==> src/rtl/rs_alu.sv <==
// rs_alu: reservation station in front of the integer ALU.
//
// Holds up to RS_SIZE issued ALU operations. Each entry waits until both of
// its operands are available, taking them from the ALU and load/store common
// data buses. One ready entry is sent to the ALU per cycle.
//
// Ports:
//   clk, rst                   clock, asynchronous active-high reset
//   rdy                        global ready; low stalls everything
//   flush                      misprediction clear (drops every entry)
//   inst_*                     issue request from the decoder
//   full                       every entry busy (no same-cycle dispatch credit)
//   cdb_alu_*, cdb_lsb_*       result broadcasts snooped for pending operands
//   alu_valid, alu_*           registered dispatch to the ALU
module rs_alu #(
    parameter int RS_SIZE = 4,
    parameter int ROB_W   = 2
) (
    input  logic             clk,
    input  logic             rst,
    input  logic             rdy,
    input  logic             flush,
    input  logic             inst_valid,
    input  logic [4:0]       inst_work_type,
    input  logic [ROB_W-1:0] inst_rob_id,
    input  logic [31:0]      inst_v1,
    input  logic [31:0]      inst_v2,
    input  logic             inst_q1_pending,
    input  logic             inst_q2_pending,
    input  logic [ROB_W-1:0] inst_q1,
    input  logic [ROB_W-1:0] inst_q2,
    output logic             full,
    input  logic             cdb_alu_ready,
    input  logic [ROB_W-1:0] cdb_alu_rob_id,
    input  logic [31:0]      cdb_alu_value,
    input  logic             cdb_lsb_ready,
    input  logic [ROB_W-1:0] cdb_lsb_rob_id,
    input  logic [31:0]      cdb_lsb_value,
    output logic             alu_valid,
    output logic [4:0]       alu_work_type,
    output logic [31:0]      alu_r1,
    output logic [31:0]      alu_r2,
    output logic [ROB_W-1:0] alu_rob_id
);

    localparam int IDX_W = $clog2(RS_SIZE);

    logic [RS_SIZE-1:0] busy_q, busy_d;
    logic [RS_SIZE-1:0] q1p_q, q1p_d;
    logic [RS_SIZE-1:0] q2p_q, q2p_d;
    logic [4:0]         wt_q  [RS_SIZE];
    logic [4:0]         wt_d  [RS_SIZE];
    logic [ROB_W-1:0]   rob_q [RS_SIZE];
    logic [ROB_W-1:0]   rob_d [RS_SIZE];
    logic [ROB_W-1:0]   q1_q  [RS_SIZE];
    logic [ROB_W-1:0]   q1_d  [RS_SIZE];
    logic [ROB_W-1:0]   q2_q  [RS_SIZE];
    logic [ROB_W-1:0]   q2_d  [RS_SIZE];
    logic [31:0]        v1_q  [RS_SIZE];
    logic [31:0]        v1_d  [RS_SIZE];
    logic [31:0]        v2_q  [RS_SIZE];
    logic [31:0]        v2_d  [RS_SIZE];

    logic             alu_valid_d;
    logic [4:0]       alu_work_type_d;
    logic [31:0]      alu_r1_d, alu_r2_d;
    logic [ROB_W-1:0] alu_rob_id_d;

    logic [IDX_W-1:0] free_idx, disp_idx;
    logic             disp_found;

    assign full = &busy_q;

    // Resolve an operand against both buses: returns {still_pending, value}.
    // The ALU bus is checked last so it wins when both carry the same tag.
    function automatic logic [32:0] resolve(input logic pend, input logic [ROB_W-1:0] tag,
                                            input logic [31:0] val);
        logic [32:0] r;
        r = {pend, val};
        if (pend && cdb_lsb_ready && cdb_lsb_rob_id == tag) r = {1'b0, cdb_lsb_value};
        if (pend && cdb_alu_ready && cdb_alu_rob_id == tag) r = {1'b0, cdb_alu_value};
        return r;
    endfunction

    // Lowest-index free entry and lowest-index ready entry, from registered state only.
    always_comb begin
        free_idx   = '0;
        disp_idx   = '0;
        disp_found = 1'b0;
        for (int i = RS_SIZE - 1; i >= 0; i--) begin
            if (!busy_q[i]) free_idx = IDX_W'(i);
            if (busy_q[i] && !q1p_q[i] && !q2p_q[i]) begin
                disp_idx   = IDX_W'(i);
                disp_found = 1'b1;
            end
        end
    end

    always_comb begin
        busy_d = busy_q;
        q1p_d  = q1p_q;
        q2p_d  = q2p_q;
        wt_d   = wt_q;
        rob_d  = rob_q;
        q1_d   = q1_q;
        q2_d   = q2_q;
        v1_d   = v1_q;
        v2_d   = v2_q;
        alu_valid_d     = alu_valid;
        alu_work_type_d = alu_work_type;
        alu_r1_d        = alu_r1;
        alu_r2_d        = alu_r2;
        alu_rob_id_d    = alu_rob_id;

        if (flush) begin
            busy_d      = '0;
            alu_valid_d = 1'b0;
        end else if (rdy) begin
            for (int i = 0; i < RS_SIZE; i++) begin
                if (busy_q[i]) begin
                    {q1p_d[i], v1_d[i]} = resolve(q1p_q[i], q1_q[i], v1_q[i]);
                    {q2p_d[i], v2_d[i]} = resolve(q2p_q[i], q2_q[i], v2_q[i]);
                end
            end

            alu_valid_d = disp_found;
            if (disp_found) begin
                alu_work_type_d  = wt_q[disp_idx];
                alu_r1_d         = v1_q[disp_idx];
                alu_r2_d         = v2_q[disp_idx];
                alu_rob_id_d     = rob_q[disp_idx];
                busy_d[disp_idx] = 1'b0;
            end

            // free_idx is never the dispatched entry: one is idle, the other busy.
            if (inst_valid && !full) begin
                busy_d[free_idx] = 1'b1;
                wt_d[free_idx]   = inst_work_type;
                rob_d[free_idx]  = inst_rob_id;
                q1_d[free_idx]   = inst_q1;
                q2_d[free_idx]   = inst_q2;
                {q1p_d[free_idx], v1_d[free_idx]} = resolve(inst_q1_pending, inst_q1, inst_v1);
                {q2p_d[free_idx], v2_d[free_idx]} = resolve(inst_q2_pending, inst_q2, inst_v2);
            end
        end
    end

    always_ff @(posedge clk or posedge rst) begin
        if (rst) begin
            busy_q        <= '0;
            q1p_q         <= '0;
            q2p_q         <= '0;
            alu_valid     <= 1'b0;
            alu_work_type <= '0;
            alu_r1        <= '0;
            alu_r2        <= '0;
            alu_rob_id    <= '0;
            for (int i = 0; i < RS_SIZE; i++) begin
                wt_q[i]  <= '0;
                rob_q[i] <= '0;
                q1_q[i]  <= '0;
                q2_q[i]  <= '0;
                v1_q[i]  <= '0;
                v2_q[i]  <= '0;
            end
        end else begin
            busy_q        <= busy_d;
            q1p_q         <= q1p_d;
            q2p_q         <= q2p_d;
            wt_q          <= wt_d;
            rob_q         <= rob_d;
            q1_q          <= q1_d;
            q2_q          <= q2_d;
            v1_q          <= v1_d;
            v2_q          <= v2_d;
            alu_valid     <= alu_valid_d;
            alu_work_type <= alu_work_type_d;
            alu_r1        <= alu_r1_d;
            alu_r2        <= alu_r2_d;
            alu_rob_id    <= alu_rob_id_d;
        end
    end

endmodule
==> config.mk <==
export PLATFORM = sky130hd
export DESIGN_NAME = rs_alu
export DESIGN_NICKNAME = d
export VERILOG_FILES = /design/src/rtl/rs_alu.sv
export SDC_FILE = /design/constraint.sdc
export NUM_CORES = 1
export LEC_CHECK = 0
export CORE_MARGIN = 2
export CORE_UTILIZATION = 30
export DETAILED_ROUTE_END_ITERATION = 10
export SYNTH_ARGS = -nofsm -noshare
export SYNTH_HDL_FRONTEND = slang
export SYNTH_SLANG_ARGS = --single-unit
==> constraint.sdc <==
create_clock -name clk -period 42.2 [get_ports clk]
set_input_delay 10.55 -clock clk [delete_from_list [all_inputs] [get_ports clk]]
set_output_delay 10.55 -clock clk [all_outputs]
set_load 0.03 [all_outputs]
Word level (Yosys, flattened, before mapping)

Index checks and enable logic that the tools add are counted.

Input port bits: 152
Word-level logic and storage cells: 259
Output and inout bits: 73
Bits in registers: 384

Bitwise logic cells: 6
Equality and inequality tests: 20
Reduce and logical (&&, ||, !) cells: 66
$lt $le $gt $ge: 7
Multiplexer cells: 128

Operators by type and width:

| operator                                                                      | count |
|---|---|
| 32-bit 2-to-1 mux                                                             | 29 |
| 33-bit 2-to-1 mux                                                             | 26 |
| 128-bit bitwise mux                                                           | 2 |
| 128-bit 2-to-1 mux                                                            | 2 |
| 32-bit binary-select mux with 2-bit select                                    | 2 |
| 32-bit demux with 2-bit select                                                | 1 |
| 1-bit logical AND                                                             | 52 |
| 2-bit == test                                                                 | 20 |
| 1-bit 2-to-1 mux                                                              | 32 |
| 4-bit 2-to-1 mux                                                              | 8 |
| 8-bit bitwise mux                                                             | 3 |
| 2-bit 2-to-1 mux                                                              | 11 |
| 20-bit bitwise mux                                                            | 1 |
| 5-bit 2-to-1 mux                                                              | 3 |
| 5-bit binary-select mux with 2-bit select                                     | 1 |
| 5-bit demux with 2-bit select                                                 | 1 |
| 1-bit zero test                                                               | 9 |
| 4-bit bitwise mux                                                             | 2 |
| 3-bit >= comparator (second input constant)                                   | 2 |
| 2-bit by 3-bit less-than comparator with 1-bit output (second input constant) | 2 |
| 2-bit inverter with 3-bit output                                              | 2 |
| 3-bit AND reduction                                                           | 2 |
| 4-bit bitwise AND                                                             | 1 |
| 2-bit binary-select mux with 2-bit select                                     | 1 |
| other kinds (10)                                                              | 12 |

Longest topological paths before layout

Depth after elaboration: 20
Depth in mapped cells: 9
Gate-level depth less buffers: 5

Least setup slack after synthesis

OpenSTA, ideal clock, no wires.

Path type: input-to-reg
From: in cdb_lsb_rob_id[1]
To: reg v1_q[95] (netlist name)
Path buffers: 1
Slack: 29.973 ns
Arrival: 12.105 ns
Stages: 6
Cells stage by stage: buf_4 -> xor2_1 -> nor3_4 -> mux2_2 -> mux2_2 -> o221a_2

Longest elaborated chain between the ends: 9

RTL lines:

| what                                                          | line     | source |
|---|---|---|
| from (decl)                                                   | 37       | `input logic [ROB_W-1:0] cdb_lsb_rob_id,` |
| 2-bit == test                                                 | 80       | `if (pend && cdb_lsb_ready && cdb_lsb_rob_id == tag) r = {1'b0, cdb_lsb_value};` |
| 1-bit logical AND                                             | 80       |  |
| 33-bit 2-to-1 mux                                             | 80       |  |
| 33-bit 2-to-1 mux                                             | 81       | `if (pend && cdb_alu_ready && cdb_alu_rob_id == tag) r = {1'b0, cdb_alu_value};` |
| 32-bit 2-to-1 mux / 33-bit 2-to-1 mux (equally long branches) | 120, 136 |  |
| 32-bit 2-to-1 mux / 33-bit 2-to-1 mux (equally long branches) | 118      | `end else if (rdy) begin` |
| 32-bit 2-to-1 mux / 33-bit 2-to-1 mux (equally long branches) | 115      | `if (flush) begin` |
| 128-bit bitwise mux                                           | 142      | `{q1p_d[free_idx], v1_d[free_idx]} = resolve(inst_q1_pending, inst_q1, inst_v1);` |
| 128-bit 2-to-1 mux (*)                                        | 136      | `if (inst_valid && !full) begin` |
| to (signal assigned)                                          | 174      | `v1_q <= v1_d;` |
| to (decl)                                                     | 59       | `logic [31:0] v1_q [RS_SIZE];` |

Mark *: on every way between the ends. The rest lies on a longest branch, timed or not. The select of a mux whose other input is x is not followed.
A chain may end at the register's enable or synchronous reset.

Worst setup path after layout

From: in rdy
To: reg v1_q[95] (netlist name)

Longest elaborated chain between the ends: 1

RTL lines:

| what                          | line | source |
|---|---|---|
| from (decl)                   | 21   | `input logic rdy,` |
| 2-bit AND reduction (no line) | n/a  |  |

No other way between the ends.

==> impl_metrics.yaml <==
cts:
  cts_setup_buffers: 0
  clk_latency_ns: 0.59
  clk_pin_slew_ns: 0.06
  h-tree-depth: 2
  clock-root-buffer: "clkbuf_16"
  cts_tree: "built"
  cts_resized: 0
  cts_hold_buf: 0
  cts_buffers: 42
  cts_num_sinks: 384
  cts_buffer_depth: 3
logic_synthesis:
  synth_area_mm2: 0.0217
  postSynthNetCount: 2574
  synth_cell_types: 59
  synthTopCellsByCount: "dfrtp_1, nand2_1, a21oi_1, nor2_1, nor3_1"
  synth_area_leaders: "dfrtp_1, o221a_2, a21oi_1, nand2_1, nor3_1"
  yosys_most_used_dff: "dfrtp_1"
  synth_edf_count: 0
  yosysTopAreaCellShare: 0.443
  async_flop_share: 1.00
  syn_inst: 2422
  yosysMostFrequentCell: "dfrtp_1"
  postSynthAreaPerCell_um2: 8.95
  yosys_warnings: 0
  synth_seq_cells: 384
  yosysTopAreaCell: "dfrtp_1"
  seq_area_frac_synth: 0.443
drt:
  drtAntennaViolNets: 0
  wirelength_um: 93600
  drc: 0
  vias: 21400
  drt_iter0_markers: 2698
  wire_per_inst_um: 27.3
  firstDrtPassIters: 7
  vias_per_cell: 6.24
floorplan:
  dieArea_mm2: 0.0744
  core_mm2: 0.0715
  fp.dieH_um: 273
  rows: 98
  ios: 225
  fp.dieW_um: 273
  initial_core_util: 0.303
global_route:
  grt_pass1_vias: 21300
  grt_start_max_net_pins: 96
  grt_pass1_wl_um: 139000
  antenna_found_initial: 2
  track_usage: 0.245
  grt-ovfl-total: 0
final_layout:
  regArea_mm2: 0.00961
  syn_to_final_growth_pct: 19.2
  drive_gt1_frac: 0.167
  multi_input_area_mm2: 0.0111
  layout.nets: 2599
  n_fill_cell: 7073
placed_design:
  io_buffers: 224
  pre_cts_ws_ns: 28.09
  gp_congestion: 0.847
  hpwl_um: 53900
timing:
  clock.fmax_mhz: 73.9
  timing.slew.headroom: 0.0283
  holdWs_ns: 0.482
  clock_skew_ns: 0.0159
  finalSetupTns_ns: 0
  worst_slew_pin_slew_ns: 1.45
  post-route-period-util: 0.321
  worst_slack_ns: 28.67
  post-route-min-period_ns: 13.53
  maxSlewViolCount: 0
  hold_viol_final: 0
  rsz0062_at_grt: "false"
  setup_viol: 0
pwr:
  power_density_mw_per_mm2: 49.0
  peakVddDrop_uv: 25.2
  p_sw_mw: 0.430
  intPower_mw: 0.838
  pwr-share-clk: 0.313
  comb_power_share: 0.279
  p_sw_frac: 0.339
  seqPwrFrac: 0.408
  p_leak_nw: 10.1
outcome:
  status: "completed"
setup_path:
  worstSetupEndpointType: "register"
  critPathSlowestCell: "nand2_2"
  worstSetupPathType: "in2reg"
  cp-start-kind: "input pin"
  crit_chain: "clkdlybuf4s50_1 > and2b_2 > nand2_4 > buf_4 > nand2_2 > o221a_2"
  slowest_delay_ns: 0.81
  crit_arrival_ns: 14.00
  critPathTopFamily: "simple AND/OR/NAND/NOR gates"
  cp_num_buf_inv: 2
  cp_max_fo: 68
  cp.required_ns: 42.66
job:
  cap_violations: 0
worst_hold_path:
  hold_class: "reg2reg"
## path summary, 6_finish.rpt
path	startpoint	to	slack, ns	cells after the start
worst min register to register	wt_q[17]	wt_q[17]	0.48	2
worst max register to register	busy_q[0]	alu_r1[27]	37.74	7
min in group asynchronous	rst	v1_q[118]	10.49	2
worst max-delay path	rdy	v1_q[95]	28.67	6
worst min-delay path	wt_q[17]	wt_q[17]	0.48	2
max in group asynchronous	rst	v2_q[6]	29.09	4
## placed cells by master (no fill, tap or decap), types with 3 or more instances in the layout
cell type | Yosys | final
a21o_1 | 4 | 4
a21oi_1 | 263 | 262
a31oi_1 | 106 | 105
and2_1 | 4 | 3
and4_2 | 0 | 3
buf_4 | 9 | 35
clkbuf_1 | 187 | 7
clkbuf_16 | 0 | 45
clkbuf_8 | 0 | 16
clkdlybuf4s50_1 | 0 | 224
dfrtp_1 | 384 | 384
mux2_2 | 24 | 24
mux2i_1 | 34 | 34
nand2_1 | 313 | 306
nand2_2 | 1 | 4
nand2_4 | 1 | 5
nand3_1 | 39 | 39
nand3b_1 | 3 | 3
nand4_1 | 18 | 18
nor2_1 | 242 | 241
nor2b_4 | 0 | 6
nor3_1 | 223 | 222
nor3b_1 | 6 | 5
o211ai_1 | 4 | 4
o21ai_0 | 37 | 37
o21ai_1 | 5 | 4
o21ai_2 | 28 | 28
o221a_1 | 30 | 30
o221a_2 | 218 | 218
o221ai_1 | 72 | 72
o22ai_1 | 4 | 4
xnor2_1 | 34 | 34
xor2_1 | 6 | 6
## power groups by stage
stage                     logic, mW  clock network [mW]  registers, mW
after CTS                     0.356               0.399          0.516
after floorplan               0.144                   0          0.566
after global routing          0.379               0.412          0.526
after global placement        0.350                   0          0.519
final                         0.354               0.397          0.517
after detailed placement      0.354                   0          0.521
## worst reg2reg max path: stages (launching register included)
cell and delay [ns]:
dfrtp_1 0.63, nor3b_1 0.85, nor2_4 0.05, buf_4 0.54
a21oi_4 1.21, buf_4 0.78, nor2_1 0.11, a31oi_1 0.20
## final cells by class
cell class              count  area share
multi-input cells        1757       0.428
repair buffers            259      0.0969
clock buffers              68      0.0531
diodes                      1   0.0000968
inverters                   3    0.000726
well taps                 950      0.0460
flip-flops and latches    384       0.372
clock inverters             7     0.00363
## sequential cells by signal (all words and copies together), names as in the netlist
signal,flops
rob_q,8
alu_valid,1
wt_q,20
v2_q,128
alu_r1,32
alu_work_type,5
alu_r2,32
alu_rob_id,2
busy_q,4
q2_q,8
v1_q,128
q1p_q,4
q2p_q,4
q1_q,8
## metrics by stage
step	power, mW	area (µm²)	utilization	instances
5_1_grt	1.32	25800	0.362	3428
3_5_place_dp	0.875	24400	0.341	3353
6_report	1.27	25800	0.362	3429
2_1_floorplan	0.710	21700	-	2422
3_3_place_gp	0.868	24400	0.341	3353
4_1_cts	1.27	25800	0.362	3428
## kinds of logic after synthesis
kind of cell,synth area share
buffers and inverters,0.0562
DFF,0.443
xor gates and xnor gates,0.0162
muxes,0.0282
and+or+nand+nor,0.176
AOI/OAI and AO/OA,0.280
## routing by layer
metal	global-route usage	up-vias	wire length, µm
met5	0	-	30
li1	-	9132	-
met1	0.329	10500	38500
met2	0.377	1478	41600
met4	0.112	4	4090
met3	0.0544	299	9490
(Power assumes the default switching activity.)
